`config.mk`:
```
export PLATFORM = sky130hd
export DESIGN_NAME = q31_shared_unit_arbiter
export DESIGN_NICKNAME = d
export VERILOG_FILES = /design/src/rtl/q31_shared_unit_arbiter_pkg.sv /design/src/rtl/q31_shared_unit_arbiter_mux.sv /design/src/rtl/q31_shared_unit_arbiter.sv
export SDC_FILE = /design/constraint.sdc
export NUM_CORES = 1
export LEC_CHECK = 0
export ABC_AREA = 1
export CORE_MARGIN = 1.5
export CORE_UTILIZATION = 47
export CTS_BUF_LIST = sky130_fd_sc_hd__clkbuf_8
export DETAILED_ROUTE_END_ITERATION = 8
export PLACE_DENSITY = 0.88
export SLEW_MARGIN = 0
export SYNTH_ARGS = -nofsm -noshare
export SYNTH_HDL_FRONTEND = slang
export SYNTH_SLANG_ARGS = --single-unit
export TNS_END_PERCENT = 100
```
`constraint.sdc`:
```
create_clock -name clock -period 3.86 [get_ports clock]
set_input_delay 1.158 -clock clock [delete_from_list [all_inputs] [get_ports clock]]
set_output_delay 1.158 -clock clock [all_outputs]
set_load 0.03 [all_outputs]
```
`src/rtl/q31_shared_unit_arbiter_pkg.sv`:
```
// Shared types and constants for the Q31 shared-unit arbiter.
// Includes state encodings, the Q31 word type and the round-robin pick helper.
package q31_shared_unit_arbiter_pkg;

  localparam int unsigned Q31_W = 32;

  typedef logic [Q31_W-1:0] q31_t;

  localparam q31_t Q31_ZERO = '0;

  typedef enum logic [1:0] {
    ST_IDLE  = 2'd0,
    ST_GRANT = 2'd1,
    ST_BUSY  = 2'd2,
    ST_DONE  = 2'd3
  } state_e;

  // Winner index: a lone requester wins; on a tie the pointer decides.
  function automatic logic rr_pick(input logic req0, input logic req1, input logic ptr);
    logic win;
    if (req0 && req1) begin
      win = ptr;
    end else begin
      win = req1;
    end
    return win;
  endfunction

endpackage

```
`src/rtl/q31_shared_unit_arbiter_mux.sv`:
```
// Two-way Q31 operand mux feeding the shared unit's operand register.
module q31_shared_unit_arbiter_mux
  import q31_shared_unit_arbiter_pkg::*;
(
  input  logic sel,
  input  q31_t in0,
  input  q31_t in1,
  output q31_t y_c
);

  assign y_c = sel ? in1 : in0;

endmodule

```
`src/rtl/q31_shared_unit_arbiter.sv`:
```
// Round-robin arbiter sharing one multi-cycle Q31 unit between two requesters.
// Runs start/wait/capture with the unit and aborts hung transactions via a watchdog.
module q31_shared_unit_arbiter
  import q31_shared_unit_arbiter_pkg::*;
#(
  parameter int unsigned TIMEOUT = 64,
  parameter int unsigned CNT_W   = 7
) (
  input  logic clock,
  input  logic reset,
  input  logic req0,
  input  logic req1,
  input  q31_t in0,
  input  q31_t in1,
  output logic grant0,
  output logic grant1,
  output logic done0,
  output logic done1,
  output q31_t result,
  output logic timeout_err,
  output logic unit_start,
  output q31_t unit_operand,
  input  logic unit_done,
  input  q31_t unit_result
);

  localparam logic [CNT_W-1:0] CNT_LAST = CNT_W'(TIMEOUT - 1);

  state_e            state_q, state_d;
  logic              sel_q, sel_d;
  logic              ptr_q, ptr_d;
  logic [CNT_W-1:0]  cnt_q, cnt_d;
  logic              grant0_q, grant0_d;
  logic              grant1_q, grant1_d;
  logic              done0_q, done0_d;
  logic              done1_q, done1_d;
  logic              unit_start_q, unit_start_d;
  logic              timeout_err_q, timeout_err_d;
  q31_t              result_q, result_d;
  q31_t              operand_q, operand_d;

  logic              winner_c;
  logic              mux_sel_c;
  q31_t              mux_y_c;

  assign winner_c  = rr_pick(req0, req1, ptr_q);
  // Outside IDLE the mux follows the registered grant index.
  assign mux_sel_c = (state_q == ST_IDLE) ? winner_c : sel_q;

  q31_shared_unit_arbiter_mux u_mux (
    .sel (mux_sel_c),
    .in0 (in0),
    .in1 (in1),
    .y_c (mux_y_c)
  );

  always_comb begin
    state_d       = state_q;
    sel_d         = sel_q;
    ptr_d         = ptr_q;
    cnt_d         = cnt_q;
    grant0_d      = grant0_q;
    grant1_d      = grant1_q;
    done0_d       = 1'b0;
    done1_d       = 1'b0;
    unit_start_d  = 1'b0;
    timeout_err_d = 1'b0;
    result_d      = result_q;
    operand_d     = operand_q;

    case (state_q)
      ST_IDLE: begin
        if (req0 || req1) begin
          state_d      = ST_GRANT;
          sel_d        = winner_c;
          grant0_d     = ~winner_c;
          grant1_d     = winner_c;
          unit_start_d = 1'b1;
          operand_d    = mux_y_c;
        end
      end
      ST_GRANT: begin
        state_d = ST_BUSY;
        cnt_d   = '0;
      end
      ST_BUSY: begin
        cnt_d = cnt_q + CNT_W'(1);
        // A completion on the final watchdog cycle still counts as success.
        if (unit_done) begin
          state_d  = ST_DONE;
          result_d = unit_result;
          done0_d  = ~sel_q;
          done1_d  = sel_q;
        end else if (cnt_q == CNT_LAST) begin
          state_d       = ST_DONE;
          result_d      = Q31_ZERO;
          timeout_err_d = 1'b1;
          done0_d       = ~sel_q;
          done1_d       = sel_q;
        end
      end
      ST_DONE: begin
        state_d  = ST_IDLE;
        ptr_d    = ~sel_q;
        grant0_d = 1'b0;
        grant1_d = 1'b0;
      end
      default: begin
        state_d = ST_IDLE;
      end
    endcase
  end

  always_ff @(posedge clock or negedge reset) begin
    if (!reset) begin
      state_q       <= ST_IDLE;
      sel_q         <= 1'b0;
      ptr_q         <= 1'b0;
      cnt_q         <= '0;
      grant0_q      <= 1'b0;
      grant1_q      <= 1'b0;
      done0_q       <= 1'b0;
      done1_q       <= 1'b0;
      unit_start_q  <= 1'b0;
      timeout_err_q <= 1'b0;
      result_q      <= Q31_ZERO;
      operand_q     <= Q31_ZERO;
    end else begin
      state_q       <= state_d;
      sel_q         <= sel_d;
      ptr_q         <= ptr_d;
      cnt_q         <= cnt_d;
      grant0_q      <= grant0_d;
      grant1_q      <= grant1_d;
      done0_q       <= done0_d;
      done1_q       <= done1_d;
      unit_start_q  <= unit_start_d;
      timeout_err_q <= timeout_err_d;
      result_q      <= result_d;
      operand_q     <= operand_d;
    end
  end

  assign grant0       = grant0_q;
  assign grant1       = grant1_q;
  assign done0        = done0_q;
  assign done1        = done1_q;
  assign unit_start   = unit_start_q;
  assign timeout_err  = timeout_err_q;
  assign result       = result_q;
  assign unit_operand = operand_q;

endmodule

```
# --- After elaboration in Yosys (flattened, before gate mapping) ---
# Cells that the tools add are included.
word_totals:
  regBits: 81
  latch_bits: 0
  ram_bits: 0
  romBits: 0
  inputBits: 101
  output_inout_bits: 70
  wordCells: 56
  memories: 0
op_classes:
  addsub: 1
  n_mul: 0
  div: 0
  magnitude_cmp: 0
  n_eq_ne: 6
  n_shift: 0
  muxes: 25
  n_bitwise: 2
  n_reduce_logical: 10
op_table:
  columns: ["operator", "count"]
  rows:
  - ["32-bit 2-to-1 mux", 3]
  - ["1-bit 2-to-1 mux", 15]
  - ["7-bit one-hot mux with 2 select lines", 1]
  - ["2-bit one-hot mux with 4 select lines", 1]
  - ["2-bit AND reduction", 4]
  - ["7-bit by 1-bit adder with 7-bit output (second input constant)", 1]
  - ["7-bit by 6-bit equality test with 1-bit output (second input constant)", 1]
  - ["2-bit 2-to-1 mux", 3]
  - ["2-bit nonzero test", 3]
  - ["2-bit equality test (second input constant)", 2]
  - ["1-bit one-hot mux with 2 select lines", 2]
  - ["3-bit != test (second input constant)", 1]
  - ["2-bit by 1-bit equality test with 1-bit output (second input constant)", 1]
  - ["2-bit zero test", 1]
  - ["2-bit by 1-bit != test with 1-bit output (second input constant)", 1]
  - ["1-bit inverter", 2]
  - ["1-bit logical AND", 1]
  - ["1-bit logical OR", 1]

# --- Logic depth before layout (Yosys ltp) ---
# Gate-level depths: netlist (run 1).
depth:
  word_depth: 5
  ltp_mapped: 9
  mapped_depth_nobuf: 8

# --- Modules after synthesis ---
# A second synthesis (run 1) with hierarchy kept.
unflattened:
  hier_cells: 477
  hier_area_um2: 3761.1
modules_own_cells:
  columns: ["module", "n_inst", "cells_each", "area_per_inst_um2", "seq_area_each_um2"]
  rows:
  - ["q31_shared_unit_arbiter", 1, 373, 3269.4, 2026.9]
  - ["q31_shared_unit_arbiter_mux", 1, 104, 491.7, 0.0]

# --- Worst setup path after synthesis (run 1) ---
# OpenSTA, ideal clock, no wires.
synth_timing:
  path_type: "input -> register"
  startpoint: "input req0"
  endpoint: "register operand_q[0], in the netlist unit_operand[0]"
  setup_time_ns: 0.117
  arrival_time_ns: 1.762
  t_required_ns: 3.743
  setup_slack_ns: 1.980
  cell_stages: 7
  n_path_buf: 1
  path_cell_list: "nand2_1 -> nand3_2 -> nand2_2 -> buf_4 -> nand2_1 -> nand3_1 -> nand2_1"
synth_between:
  elab_chain_len: 4
  word_cells_on_any_way: 6
  classes_between: "mux: 3; reduce/logical: 3"
synth_rtl:
  columns: ["item", "line_no", "source"]
  rows:
  - ["start, declared", "q31_shared_unit_arbiter.sv:11", "input logic req0,"]
  - ["1-bit logical AND", "q31_shared_unit_arbiter_pkg.sv:21", "if (req0 && req1) begin"]
  - ["1-bit 2-to-1 mux", "q31_shared_unit_arbiter_pkg.sv:21", null]
  - ["1-bit 2-to-1 mux", "q31_shared_unit_arbiter.sv:48", "assign mux_sel_c = (state_q == ST_IDLE) ? winner_c : sel_q;"]
  - ["32-bit 2-to-1 mux", "q31_shared_unit_arbiter_mux.sv:11", "assign y_c = sel ? in1 : in0;"]
  - ["end signal, assigned", "q31_shared_unit_arbiter.sv:140", "operand_q <= operand_d;"]
  - ["end, declared", "q31_shared_unit_arbiter.sv:40", "q31_t operand_q, operand_d;"]
# Parallel ways exist; a longest one is shown, timed or not.
# A chain may end at the register's enable or synchronous reset.

# --- Final worst setup path (run 1) ---
layout_timing:
  startpoint: "register result_q[31], in the netlist result[31]"
  endpoint: "output result[31]"
layout_lines:
  columns: ["item", "line_no", "source"]
  rows:
  - ["start, declared", "q31_shared_unit_arbiter.sv:39", "q31_t result_q, result_d;"]
  - ["start signal, assigned", "q31_shared_unit_arbiter.sv:139", "result_q <= result_d;"]
  - ["end, declared", "q31_shared_unit_arbiter.sv:19", "output q31_t result,"]
# No word-level cell between the ends.

==> impl_metrics.yaml, run 1 <==
place:
  place.gp.congestion: 0.7908
  dp_hpwl_um: 7255
  port_buffers: 170
  placed_cells_incl_taps: 766
timing:
  min_period_over_period_pct: 66.53
  setup_viol: 0
  worstMarginPinSlew_ns: 1.014
  fin_setup_tns_ns: 0
  finalClockSkew_ns: 0.01163
  slew_headroom_pct: 32.43
  fin_worst_hold_slack_ns: 0.4711
  fin_crit_ns: 2.568
  drv_slew: 0
  hold_viol_final: 0
  fmax_ghz: 0.3894
  grt_setup_unrepaired: "false"
clock_network:
  clock_path_buffers: 2
  root_buffer: "clkbuf_8"
  path_clk_slew_ns: 0.09
  clock_latency_ns: 0.34
  ctsHtreeMaxLevel: 3
  cts_setup_buffers: 0
  postCtsResizedCells: 0
  cts_tree: "built"
  cts_inserted_buffers: 9
  clock-sinks: 81
  ctsHoldBuffers: 0
worst_setup_path:
  startpoint_type: "register"
  end_kind: "output pin"
  cp_slowest_stage_delay_ns: 0.70
  cp.arrival_ns: 1.41
  cp_num_buf_inv: 1
  path_delay_family: "buffers and inverters"
  worst-path-max-fanout: 2
  cp_slowest_cell: "clkdlybuf4s50_1"
  critPathKind: "register to output pin"
  path_cells: "clkdlybuf4s50_1"
  worstPathRequired_ns: 2.70
grt:
  grt_pass1_wl_um: 15910
  grt_pass1_vias: 3496
  overflow: 0
  grt_usage_pct: 22.78
  antenna_found_initial: 0
  grt_max_degree: 82
route:
  viasPerCell: 4.781
  drc: 0
  wl_um: 10120
  wl_per_cell_um: 12.94
  routed-via-count: 3739
  first_iter_violations: 147
  firstDrtPassIters: 4
  drtAntennaViolNets: 0
finish:
  nets: 778
  final_cell_mix: "nand2_1 (217), clkdlybuf4s50_1 (169), dfrtp_1 (81)"
  diodes: 0
  drive_above_1_share_pct: 4.874
  fin_cells: 782
  final_common_cell: "nand2_1"
  layout-area-overhead-vs-synth_pct: 49.23
yosys:
  yosysTopAreaCellShare_pct: 52.02
  synth_warnings: 0
  seq_area_frac_synth_pct: 52.02
  syn_nets: 618
  synth-seq-cells: 81
  synthDistinctLibCells: 23
  synth_cells: 512
  avgSynthCellArea_sq_um: 7.610
  synth_area_sq_um: 3896
  yosys.area.top_type: "dfrtp_1"
  synth_area_leaders: "dfrtp_1 (52%), nand2_1 (21%), nand3_1 (9.1%)"
pwr:
  ir_drop_uv: 424.7
  powerDensity_nw_per_um2: 809.5
  leakage_nw: 3.030
hold_path:
  min_path_type: "register to register"
outcome:
  status: "finished, final reports clean"
floorplan:
  die_area_sq_um: 8845
  pin_count: 171
  num_rows: 33
  start_util_pct: 47.90
  dieHeight_um: 94.05
  coreArea_sq_um: 8134
  die_x_um: 94.05
run:
  drv_cap: 0
## per-layer routing
metal,global-route usage [%],wire length [um],vias up
met2,37.44,4760,169
met1,30.02,4247,1705
met5,0,0,-
met4,5.970,64,0
met3,5.906,1046,7
li1,-,-,1858
## flip-flops by register name (all words and copies together) (netlist names)
signal / cells
cnt_q: 7
done0: 1
done1: 1
grant0: 1
grant1: 1
ptr_q: 1
result: 32
sel_q: 1
state_q: 2
timeout_err: 1
unit_operand: 32
unit_start: 1
## per-stage QoR
step           setup slack (ns)  total power (W)  cell area [sq um]  utilization, %
2_1_floorplan             1.980         0.003071               3896               -
3_3_place_gp              1.208         0.003989               5600           68.85
3_5_place_dp              1.158         0.004079               5600           68.85
4_1_cts                   1.271         0.004739               5814           71.48
5_1_grt                   1.237         0.005016               5814           71.48
6_report                  1.292         0.004707               5814           71.48
## cells in the mapped netlist (all sizes together)
cell,n
nand3,72
dfrtp,81
inv,81
nand2,221
nor2,13
ha,5
nor3b,1
a21oi,5
o22ai,1
nor3,3
or2,1
buf,22
clkbuf,1
o21ai,5
## logic make-up after synthesis
| logic type | count (synthesis) | share of synthesized area, % |
|---|---|---|
| compound gates | 11 | 1.445 |
| fa+ha+maj | 5 | 1.606 |
| buf+inv | 104 | 11.43 |
| flops | 81 | 52.02 |
| simple gates | 311 | 33.49 |
## path summary, 6_finish.rpt
kind / from / endpoint / slack (ns) / cells after the start
worst max-delay path: result[31] / result[31] / 1.29 / 1
worst min-delay path: result[4] / result[4] / 0.47 / 2
worst max register to register: state_q[0] / unit_operand[11] / 1.48 / 8
worst min register to register: result[4] / result[4] / 0.47 / 2
max in group asynchronous: reset / result[11] / 2.23 / 1
min in group asynchronous: reset / unit_operand[20] / 0.99 / 1
## layout make-up
class / instances / area, sq um
clock buffers: 11 / 151.4
clock inverters: 5 / 62.56
fillers: 616 / 2320
inverters: 81 / 304.0
multi-input cells: 327 / 1424
flip-flops and latches: 81 / 2027
well taps: 105 / 131.4
repair buffers: 172 / 1714
## report_power, final
group	internal (W)	switching [W]
registers	0.00123	0.000215
logic	0.000998	0.00162
clock network	0.000338	0.000313
## worst min-delay path, cell delays in order (launching register included)
cell and delay, ns:
dfrtp_1 0.35, nand2_1 0.05, nand2_1 0.04
Power figures use the tool's default switching activity.
==> inputs of run 2 (changes only) <==
Settings changed: CORE_UTILIZATION 47 to 44, PLACE_DENSITY 0.88 to 0.83.
Clock period 3.86 ns to 2.7 ns, I/O delays scaled along.
==> impl_metrics.yaml, run 2 (synthesis results as in run 1) <==
route:
  routed-via-count: 3830
  first_iter_violations: 244
  drtAntennaViolNets: 0
  wl_um: 10690
  drc: 0
  firstDrtPassIters: 5
  wl_per_cell_um: 13.56
  viasPerCell: 4.860
pwr:
  seqPwrFrac_pct: 30.9
  p_comb_share_pct: 56.1
  p_sw_w: 0.003052
  p_int_w: 0.003675
  clockPowerShare_pct: 13.0
  ir_drop_uv: 649.0
  leakage_nw: 3.058
  netSwitchingFraction_pct: 45.37
  powerDensity_nw_per_um2: 1151
clock_network:
  ctsHtreeMaxLevel: 3
  clock_latency_ns: 0.33
  path_clk_slew_ns: 0.08
  ctsHoldBuffers: 0
  postCtsResizedCells: 0
  cts_setup_buffers: 0
  cts_tree: "built"
  root_buffer: "clkbuf_8"
  clock_path_buffers: 2
  clock-sinks: 81
  cts_inserted_buffers: 9
timing:
  hold_viol_final: 0
  fin_crit_ns: 2.217
  fin_setup_tns_ns: 0
  grt_setup_unrepaired: "false"
  drv_slew: 0
  min_period_over_period_pct: 82.13
  fmax_ghz: 0.4510
  finalClockSkew_ns: 0.007724
  worstMarginPinSlew_ns: 0.5966
  setup_viol: 0
  slew_headroom_pct: 60.08
finish:
  nets: 782
  nFillCells: 710
  layout-area-overhead-vs-synth_pct: 49.94
  multi_input_area_sq_um: 1424
  final_common_cell: "nand2_1"
  register_area_sq_um: 2027
  drive_above_1_share_pct: 5.147
  diodes: 0
  final_cell_mix: "nand2_1 (217), clkdlybuf4s50_1 (169), dfrtp_1 (81)"
  finalCoreUtilization_pct: 67.65
floorplan:
  die_area_sq_um: 9428
  dieHeight_um: 97.10
  coreArea_sq_um: 8636
  start_util_pct: 45.12
  num_rows: 34
  die_x_um: 97.10
  pin_count: 171
place:
  port_buffers: 170
  dp_hpwl_um: 7817
  place.gp.congestion: 0.8354
grt:
  grt_max_degree: 43
  grt_usage_pct: 23.46
  grt_pass1_wl_um: 18220
  antenna_found_initial: 0
  overflow: 0
  grt_pass1_vias: 3870
worst_setup_path:
  cp_num_buf_inv: 1
  r2r-start: "state_q[0]"
  cp.arrival_ns: 1.41
  startpoint_type: "register"
  path_delay_family: "buffers and inverters"
  cp_slowest_stage_delay_ns: 0.70
  end_kind: "output pin"
  worstPathRequired_ns: 1.89
  reg2reg_depth: 8
  worst-path-max-fanout: 2
  r2r-end: "unit_operand[6]"
  path_cells: "clkdlybuf4s50_1"
  rrSetupSlack_ns: 0.91
  cp_slowest_cell: "clkdlybuf4s50_1"
  critPathKind: "register to output pin"
hold_path:
  min_path_type: "primary input to asynchronous set/reset pin"
outcome:
  status: "finished, final reports clean"
run:
  drv_cap: 0
[run 2: cell count changes in the layout (fill, tap and decap cells not counted), sizes merged]
cell / before / now
clkinvlp: 2 / 0
clkinv: 1 / 2
buf: 3 / 7
[run 2: cell type report]
cell class	count	area share, %
Timing Repair Buffer	176	30.07
Clock inverter	4	0.7496
Multi-Input combinational cell	327	24.37
Sequential cell	81	34.70
Clock buffer	11	2.592
Inverter	81	5.205
Tap cell	108	2.313
[run 2: per-stage QoR]
step | area, sq um | std cells | hold slack (ns) | setup WS, ns | power [W]
detailed placement | 5647 | 773 | 0.4575 | 0.3502 | 0.005873
CTS | 5842 | 788 | 0.4445 | 0.4652 | 0.006775
floorplan | 3896 | 512 | 0.4530 | 1.168 | 0.004390
global placement | 5647 | 773 | 0.4520 | 0.4432 | 0.005753
finish | 5842 | 788 | 0.4403 | 0.4826 | 0.006726
global route | 5842 | 788 | 0.4633 | 0.4245 | 0.007192
[run 2: how the worst max path moves through the flow]
stage	from	end	slack, ns	cells past startpoint
after floorplan	req0	unit_operand[29]	1.17	7
after global placement	req1	unit_operand[4]	0.44	6
after detailed placement	req1	unit_operand[6]	0.35	6
after CTS	unit_operand[30]	unit_operand[30]	0.47	1
after global routing	grant0	grant0	0.42	1
final	grant0	grant0	0.48	1
[run 2: routing by layer]
metal | vias to the layer above | wire length (um) | global-route usage, %
met5 | - | 0 | 0
met2 | 183 | 4961 | 37.49
li1 | 1859 | - | -
met4 | 0 | 112 | 7.469
met3 | 11 | 1042 | 6.978
met1 | 1777 | 4571 | 30.79
[run 2: power groups by stage]
stage | combinational (W) | clock (W) | sequential, W
CTS | 0.00380 | 0.000903 | 0.00208
detailed placement | 0.00379 | 0 | 0.00209
finish | 0.00377 | 0.000877 | 0.00208
floorplan | 0.00139 | 0 | 0.00300
global placement | 0.00368 | 0 | 0.00207
global route | 0.00410 | 0.000952 | 0.00214
==> inputs of run 3 (changes only) <==
Clock period 2.7 ns to 2.3 ns, I/O delays scaled along.
==> impl_metrics.yaml, run 3 (synthesis results as in run 1) <==
route:
  wl_per_cell_um: 12.92
  firstDrtPassIters: 4
  first_iter_violations: 212
  wl_um: 10200
  drc: 0
  viasPerCell: 4.854
  routed-via-count: 3830
  drtAntennaViolNets: 0
worst_setup_path:
  cp_num_buf_inv: 1
  cp.arrival_ns: 1.42
  critPathKind: "register to output pin"
  r2r-end: "unit_operand[26]"
  end_kind: "output pin"
  cp_slowest_cell: "clkdlybuf4s50_1"
  crit_start: "unit_operand[13]"
  path_cells: "clkdlybuf4s50_1"
  path_delay_family: "buffers and inverters"
  worst-path-max-fanout: 2
  rrSetupSlack_ns: 0.61
  r2r-start: "state_q[0]"
  reg2reg_depth: 8
  cp_slowest_stage_delay_ns: 0.69
  worstPathRequired_ns: 1.61
  cp.depth: 1
  startpoint_type: "register"
timing:
  min_period_over_period_pct: 91.86
  finalClockSkew_ns: 0.01053
  worstMarginPinSlew_ns: 0.5150
  fmax_ghz: 0.4733
  hold_viol_final: 0
  fin_crit_ns: 2.113
  grt_setup_unrepaired: "false"
  slew_headroom_pct: 65.67
  drv_slew: 0
  fin_setup_tns_ns: 0
  setup_viol: 0
finish:
  finalCoreUtilization_pct: 68.42
  final_common_cell: "nand2_1"
  drive_above_1_share_pct: 5.140
  nets: 782
  final_cell_mix: "nand2_1 (217), clkdlybuf4s50_1 (169), dfrtp_1 (81)"
  diodes: 0
  layout-area-overhead-vs-synth_pct: 51.64
  nFillCells: 687
clock_network:
  clock_latency_ns: 0.34
  root_buffer: "clkbuf_8"
  cts_setup_buffers: 0
  postCtsResizedCells: 0
  ctsHoldBuffers: 0
  clock_path_buffers: 2
  cts_tree: "built"
  cts_inserted_buffers: 9
  ctsHtreeMaxLevel: 3
  clock-sinks: 81
  path_clk_slew_ns: 0.08
grt:
  antenna_found_initial: 0
  grt_pass1_vias: 3682
  grt_max_degree: 43
  grt_pass1_wl_um: 17010
  overflow: 0
  grt_usage_pct: 21.96
floorplan:
  pin_count: 171
  dieHeight_um: 97.10
  num_rows: 34
  die_area_sq_um: 9428
  start_util_pct: 45.12
  coreArea_sq_um: 8636
  die_x_um: 97.10
outcome:
  status: "finished, final reports clean"
hold_path:
  min_path_type: "primary input to asynchronous set/reset pin"
pwr:
  powerDensity_nw_per_um2: 1361
  ir_drop_uv: 751.8
  leakage_nw: 3.078
place:
  place.gp.congestion: 0.8275
  port_buffers: 170
  dp_hpwl_um: 7550
run:
  drv_cap: 0
[run 3: cell types whose count changed in the layout (fill, tap and decap cells not counted)]
cell        delta
buf_12         +4
clkbuf_8       -2
clkinvlp_4     +2
buf_4          -4
clkinv_2       -1
inv_1          +1
bufinv_16      +1
[run 3: metrics by stage]
step                power [W]  area, sq um  hold slack, ns  instances  setup WS, ns
finish               0.008040         5908          0.3074        789        0.1872
global route         0.008600         5908          0.3470        789        0.1434
CTS                  0.008101         5908          0.3180        789        0.1722
detailed placement   0.006970         5697          0.4575        773        0.3139
global placement     0.006854         5697          0.4526        773        0.3666
floorplan            0.005154         3896          0.3944        512        0.8884
[run 3: how the worst max path moves through the flow]
stage	to	slack, ns
4_1_cts	unit_operand[13]	0.17
2_1_floorplan	unit_operand[29]	0.89
6_report	unit_operand[13]	0.19
5_1_grt	unit_operand[13]	0.14
3_3_place_gp	unit_operand[10]	0.37
3_5_place_dp	unit_operand[26]	0.31
[run 3: cell type report]
type | count | area [sq um] | area share [%]
Inverter | 81 | 304.0 | 5.146
Multi-Input combinational cell | 327 | 1424 | 24.10
Timing Repair Buffer | 176 | 1807 | 30.58
Tap cell | 108 | 135.1 | 2.287
Clock buffer | 9 | 123.9 | 2.097
Clock inverter | 7 | 87.58 | 1.482
Sequential cell | 81 | 2027 | 34.31
[run 3: routing by layer]
| metal | vias up | part of all wire (%) | track usage [%] |
|---|---|---|---|
| met2 | 179 | 46 | 34.53 |
| met5 | - | 0 | 0 |
| met3 | 16 | 10 | 6.835 |
| li1 | 1862 | - | - |
| met1 | 1773 | 42 | 29.01 |
| met4 | 0 | 1.7 | 7.246 |
[run 3: report_power, final]
group	switching, W	internal (W)
clock	0.000498	0.000602
combinational	0.00272	0.00179
sequential	0.000372	0.00206
